==> src/rtl/noc_funnel_pkg.sv <==
// Shared types and tag decoding for the NOC request funnel.
// Tag values select how many payload beats follow the header beat.
package noc_funnel_pkg;

  localparam logic [31:0] TAG_SAY  = 32'd1;
  localparam logic [31:0] TAG_SAY2 = 32'd2;

  typedef struct packed {
    logic [15:0] length;
    logic [15:0] tag;
  } funnel_hdr_t;

  typedef enum logic [1:0] {
    ST_IDLE = 2'd0,
    ST_HDR  = 2'd1,
    ST_PAY  = 2'd2
  } funnel_state_t;

  // Unknown tags still carry the full three-word data field.
  function automatic logic [1:0] payload_beats(input logic [31:0] tag);
    return (tag == TAG_SAY) ? 2'd2 : 2'd3;
  endfunction

  function automatic logic tag_known(input logic [31:0] tag);
    return (tag == TAG_SAY) || (tag == TAG_SAY2);
  endfunction

endpackage

==> src/rtl/noc_request_funnel.sv <==
// Serialises 128-bit echo requests into a header beat plus N payload beats
// on a 32-bit NOC link using enq__ENA/enq__RDY handshakes on both sides.
module noc_request_funnel
  import noc_funnel_pkg::*;
#(
  parameter int MSG_WIDTH  = 128,
  parameter int BEAT_WIDTH = 32
) (
  input  logic                  CLK,
  input  logic                  nRST,
  input  logic                  in_enq__ENA,
  input  logic [MSG_WIDTH-1:0]  in_enq_v,
  output logic                  in_enq__RDY,
  output logic                  out_enq__ENA,
  output logic [BEAT_WIDTH-1:0] out_enq_v,
  input  logic                  out_enq__RDY,
  output logic [15:0]           msg_count,
  output logic                  err_tag
);

  // Handshake: a transfer occurs on a rising CLK edge when ENA is high;
  // ENA is only ever raised while the receiving side's RDY is high.
  funnel_state_t               state;
  logic [1:0]                  idx;
  logic [1:0]                  len;
  logic [15:0]                 hold_tag;
  logic [2:0][BEAT_WIDTH-1:0]  hold_data;
  logic                        last;
  logic                        accept;
  funnel_hdr_t                 hdr;

  assign last         = (idx == (len - 2'd1));
  assign in_enq__RDY  = (state == ST_IDLE) ||
                        ((state == ST_PAY) && last && out_enq__RDY);
  assign accept       = in_enq__ENA && in_enq__RDY;
  assign out_enq__ENA = (state != ST_IDLE) && out_enq__RDY;

  always_comb begin
    hdr.length = {14'd0, len};
    hdr.tag    = hold_tag;
    out_enq_v  = '0;
    case (state)
      ST_HDR:  out_enq_v = hdr;
      ST_PAY:  out_enq_v = hold_data[idx];
      default: out_enq_v = '0;
    endcase
  end

  always_ff @(posedge CLK or negedge nRST) begin
    if (!nRST) begin
      state     <= ST_IDLE;
      idx       <= 2'd0;
      len       <= 2'd0;
      hold_tag  <= '0;
      hold_data <= '0;
      msg_count <= 16'd0;
      err_tag   <= 1'b0;
    end else begin
      // An accept in PAY only happens on the last beat, so it overrides the
      // normal PAY -> IDLE step and gives back-to-back messages.
      if (accept) begin
        hold_tag  <= in_enq_v[15:0];
        hold_data <= in_enq_v[MSG_WIDTH-1:BEAT_WIDTH];
        len       <= payload_beats(in_enq_v[31:0]);
        idx       <= 2'd0;
        state     <= ST_HDR;
        if (!tag_known(in_enq_v[31:0])) err_tag <= 1'b1;
      end else begin
        case (state)
          ST_HDR: if (out_enq__RDY) begin
            state <= ST_PAY;
            idx   <= 2'd0;
          end
          ST_PAY: if (out_enq__RDY) begin
            if (last) state <= ST_IDLE;
            else      idx   <= idx + 2'd1;
          end
          default: ;
        endcase
      end
      if (out_enq__ENA && (state == ST_PAY) && last)
        msg_count <= msg_count + 16'd1;
    end
  end

endmodule

==> config.mk <==
export PLATFORM = sky130hd
export DESIGN_NAME = noc_request_funnel
export DESIGN_NICKNAME = d
export VERILOG_FILES = /design/src/rtl/noc_funnel_pkg.sv /design/src/rtl/noc_request_funnel.sv
export SDC_FILE = /design/constraint.sdc
export NUM_CORES = 1
export LEC_CHECK = 0
export CAP_MARGIN = 30
export CORE_MARGIN = 2
export CORE_UTILIZATION = 52
export DETAILED_ROUTE_END_ITERATION = 7
export HOLD_SLACK_MARGIN = 0.05
export PLACE_DENSITY = 0.86
export RECOVER_POWER = 50
export SLEW_MARGIN = 20
export SYNTH_ARGS = -nofsm -noshare
export SYNTH_HDL_FRONTEND = slang
export SYNTH_SLANG_ARGS = --single-unit
==> constraint.sdc <==
create_clock -name CLK -period 4.2 [get_ports CLK]
set_input_delay 1.05 -clock CLK [delete_from_list [all_inputs] [get_ports CLK]]
set_output_delay 1.05 -clock CLK [all_outputs]
set_load 0.005 [all_outputs]
==> results.toml <==
[layout]
fin_util_pct = 74.7
antennaDiodeCount = 0
area_growth_pct = 40.2
final_common_cell = "clkdlybuf4s50_1"
final_cells = 867
layout.nets = 843
final_cell_mix = "clkdlybuf4s50_1, dfrtp_1, mux2_2"
drive_gt1_share_pct = 22.5

[floorplanning]
die_y_um = 115
rows = 40
initial_core_util_pct = 53.3
coreArea_um2 = 12000
io_pins = 183
die_w_um = 115
die_area_um2 = 13200

[global_routing]
grt_pass1_vias = 5036
antenna_found_initial = 0
grtUsageTotal_pct = 25.5
grt_overflow = 0
grt_max_degree = 110
grt_pass1_wl_um = 25800

[pwr]
power.density_nw_per_um2 = 700
vdd_drop_max_uv = 382
power_frac_clock_pct = 24.1
combinationalPowerShare_pct = 39.2
switching_share_pct = 31.8
power.internal_mw = 4.28
power_leakage_nw = 3.86
finalPower_mw = 6.28
p_sw_mw = 2.00
seqPwrFrac_pct = 36.6

[run]
drv_cap = 1

[drt]
wl_per_cell_um = 18.7
firstDrtPassIters = 4
drt-initial-drc-count = 303
routed-via-count = 4799
drt-vias-per-instance = 5.54
drt-total-wl_um = 16200
drc = 0
ant_nets = 0

[run_status]
status = "finished, violations left"
violations = "capacitance limit, slew limit"

[timing]
setup-violations-final = 0
slew_viol_final = 45
rsz0062_at_grt = "no"
tns_ns = 0
finalCritPeriodShare_pct = 94.6
period_needed_ns = 3.97
hold_viol_final = 0
max_freq_mhz = 252
tightest_slew_ns = 2.42
slew_headroom_pct = -61.3
fin_skew_ns = 0.00892

[critical_path]
reg2reg_depth = 6
worstPathMaxFanout = 18
critical_path_class = "input pin to primary output"
cp_num_buf_inv = 2
r2r_end = "hold_data[65]"
cp_top_family = "buffers and inverters"
start_kind = "input pin"
cp_data_arrival_time_ns = 2.92
rrSetupSlack_ns = 0.68
slowest_stage = "dlygate4sd3_1"
slowest_delay_ns = 0.67
crit_chain = "dlygate4sd3_1, nand4b_1, mux2_4, nand2_1, clkdlybuf4s50_1"
end_kind = "primary output"
r2r_start = "idx[1]"
cp.required_ns = 3.15

[synthesis]
ys.flop_type = "dfrtp_1"
netlist_area_um2 = 6400
async_reset_ff_share_pct = 100
yosysSeqAreaShare_pct = 52.8
synth-edff-count = 0
avgSynthCellArea_um2 = 12.1
syn_inst = 527
yosys_warnings = 0
synth-seq-cells = 135
syn-num-nets = 663
yosysUniqueCellTypes = 38

[hold_path]
whs_path_depth = 1
holdCritStartpoint = "msg_count[15]"
min_to = "msg_count[15]"
hold_class = "flip-flop to flip-flop"

[clocking]
h-tree-depth = 4
ctsResizeCount = 0
root_buffer = "clkbuf_16"
numCtsBuffers = 17
insertion_delay_ns = 0.42
cts_hold_buf = 0
cts.sinks = 135
cts_setup_buffers = 0
cts_max_path_buffers = 2
path_clk_slew_ns = 0.05
cts_tree = "done"

[placed_design]
gp_congestion = 0.888
dp.cells = 834
portBuffers = 182
dpl.hpwl_um = 11300
## cell usage after synthesis, types with 2 or more instances
cell type    n  area (um2)
nand2b_1     2        12.5
buf_2        9        45.0
and4_1       2        17.5
buf_1        3        11.3
mux2_4      27         405
nor3b_1      2        15.0
nand2_1     28         105
mux2i_1     33         330
clkbuf_1    16        60.1
xor2_1      13         114
nand4b_1     2        17.5
nor3_1      11        55.1
ha_1         4        50.1
xnor2_1      3        26.3
nor2_1      50         188
mux2_2      88         991
a21oi_1     35         175
nor2b_1      4        25.0
inv_1        7        26.3
o21ai_0     20         100
nor4_1       8        50.1
dfrtp_1    135        3380
buf_6        4        45.0
nand3_1      4        20.0
nand4_1      4        25.0
## stage by stage
step / hold slack [ns] / setup slack (ns) / cell area, um2
6_report: 0.465 / 0.228 / 8980
3_3_place_gp: 0.461 / 0.379 / 8360
4_1_cts: 0.473 / 0.305 / 8960
3_5_place_dp: 0.466 / 0.312 / 8360
5_1_grt: 0.489 / 0.172 / 8980
2_1_floorplan: 0.465 / 1.39 / 6400
## worst max path at each step
| stage | cells past startpoint | startpoint | to |
|---|---|---|---|
| after floorplan | 4 | out_enq__RDY | in_enq__RDY |
| after global placement | 5 | out_enq__RDY | in_enq__RDY |
| after detailed placement | 5 | out_enq__RDY | in_enq__RDY |
| after CTS | 5 | out_enq__RDY | in_enq__RDY |
| after global routing | 5 | out_enq__RDY | in_enq__RDY |
| final | 5 | out_enq__RDY | in_enq__RDY |
## flip-flops by register name (all words and copies together) (netlist names)
| name | count |
|---|---|
| len | 2 |
| hold_data | 96 |
| hold_tag | 16 |
| idx | 2 |
| msg_count | 16 |
| err_tag | 1 |
| state | 2 |
## logic make-up (layout without fill, tap and decap cells)
| kind of cell | after synthesis | count (layout) | synth area share [%] |
|---|---|---|---|
| AO/OA/AOI/OAI | 62 | 62 | 5.20 |
| buffers and inverters | 40 | 233 | 3.05 |
| AND/OR/NAND/NOR | 121 | 121 | 8.78 |
| flip-flops | 135 | 135 | 52.8 |
| XOR/XNOR | 17 | 17 | 2.44 |
| adder cells (fa/ha/maj) | 4 | 4 | 0.782 |
| multiplexers | 148 | 148 | 27.0 |
## layer usage
| metal | track usage [%] | share of wire, % | vias to the layer above |
|---|---|---|---|
| met2 | 42.7 | 52 | 146 |
| li1 | - | - | 2210 |
| met5 | 0 | 0 | - |
| met1 | 31.9 | 41 | 2415 |
| met4 | 10.1 | 2.1 | 0 |
| met3 | 6.48 | 4.9 | 28 |
## power by group through the flow
| stage | clock network [mW] | registers (mW) | logic (mW) |
|---|---|---|---|
| finish | 1.51 | 2.30 | 2.47 |
| global placement | 0 | 2.26 | 2.36 |
| detailed placement | 0 | 2.30 | 2.45 |
| floorplan | 0 | 2.12 | 1.69 |
| global route | 1.60 | 2.37 | 2.69 |
| CTS | 1.54 | 2.30 | 2.48 |
## layout make-up
cell class / count / area, um2
clock buffers: 20 / 457
clock inverters: 12 / 151
fillers: 794 / 3040
inverters: 7 / 26.3
multi-input cells: 352 / 2830
flip-flops and latches: 135 / 3380
well taps: 147 / 184
repair buffers: 194 / 1950
## worst register-to-register path, stage by stage (launching register included)
cell and delay, ns:
dfrtp_2 0.93, xnor2_2 0.23, mux2_4 0.37, a21bo_1 0.96, buf_12 0.34, buf_4 0.23, mux2_2 0.34
No activity file was read; power rests on OpenSTA's default activity.
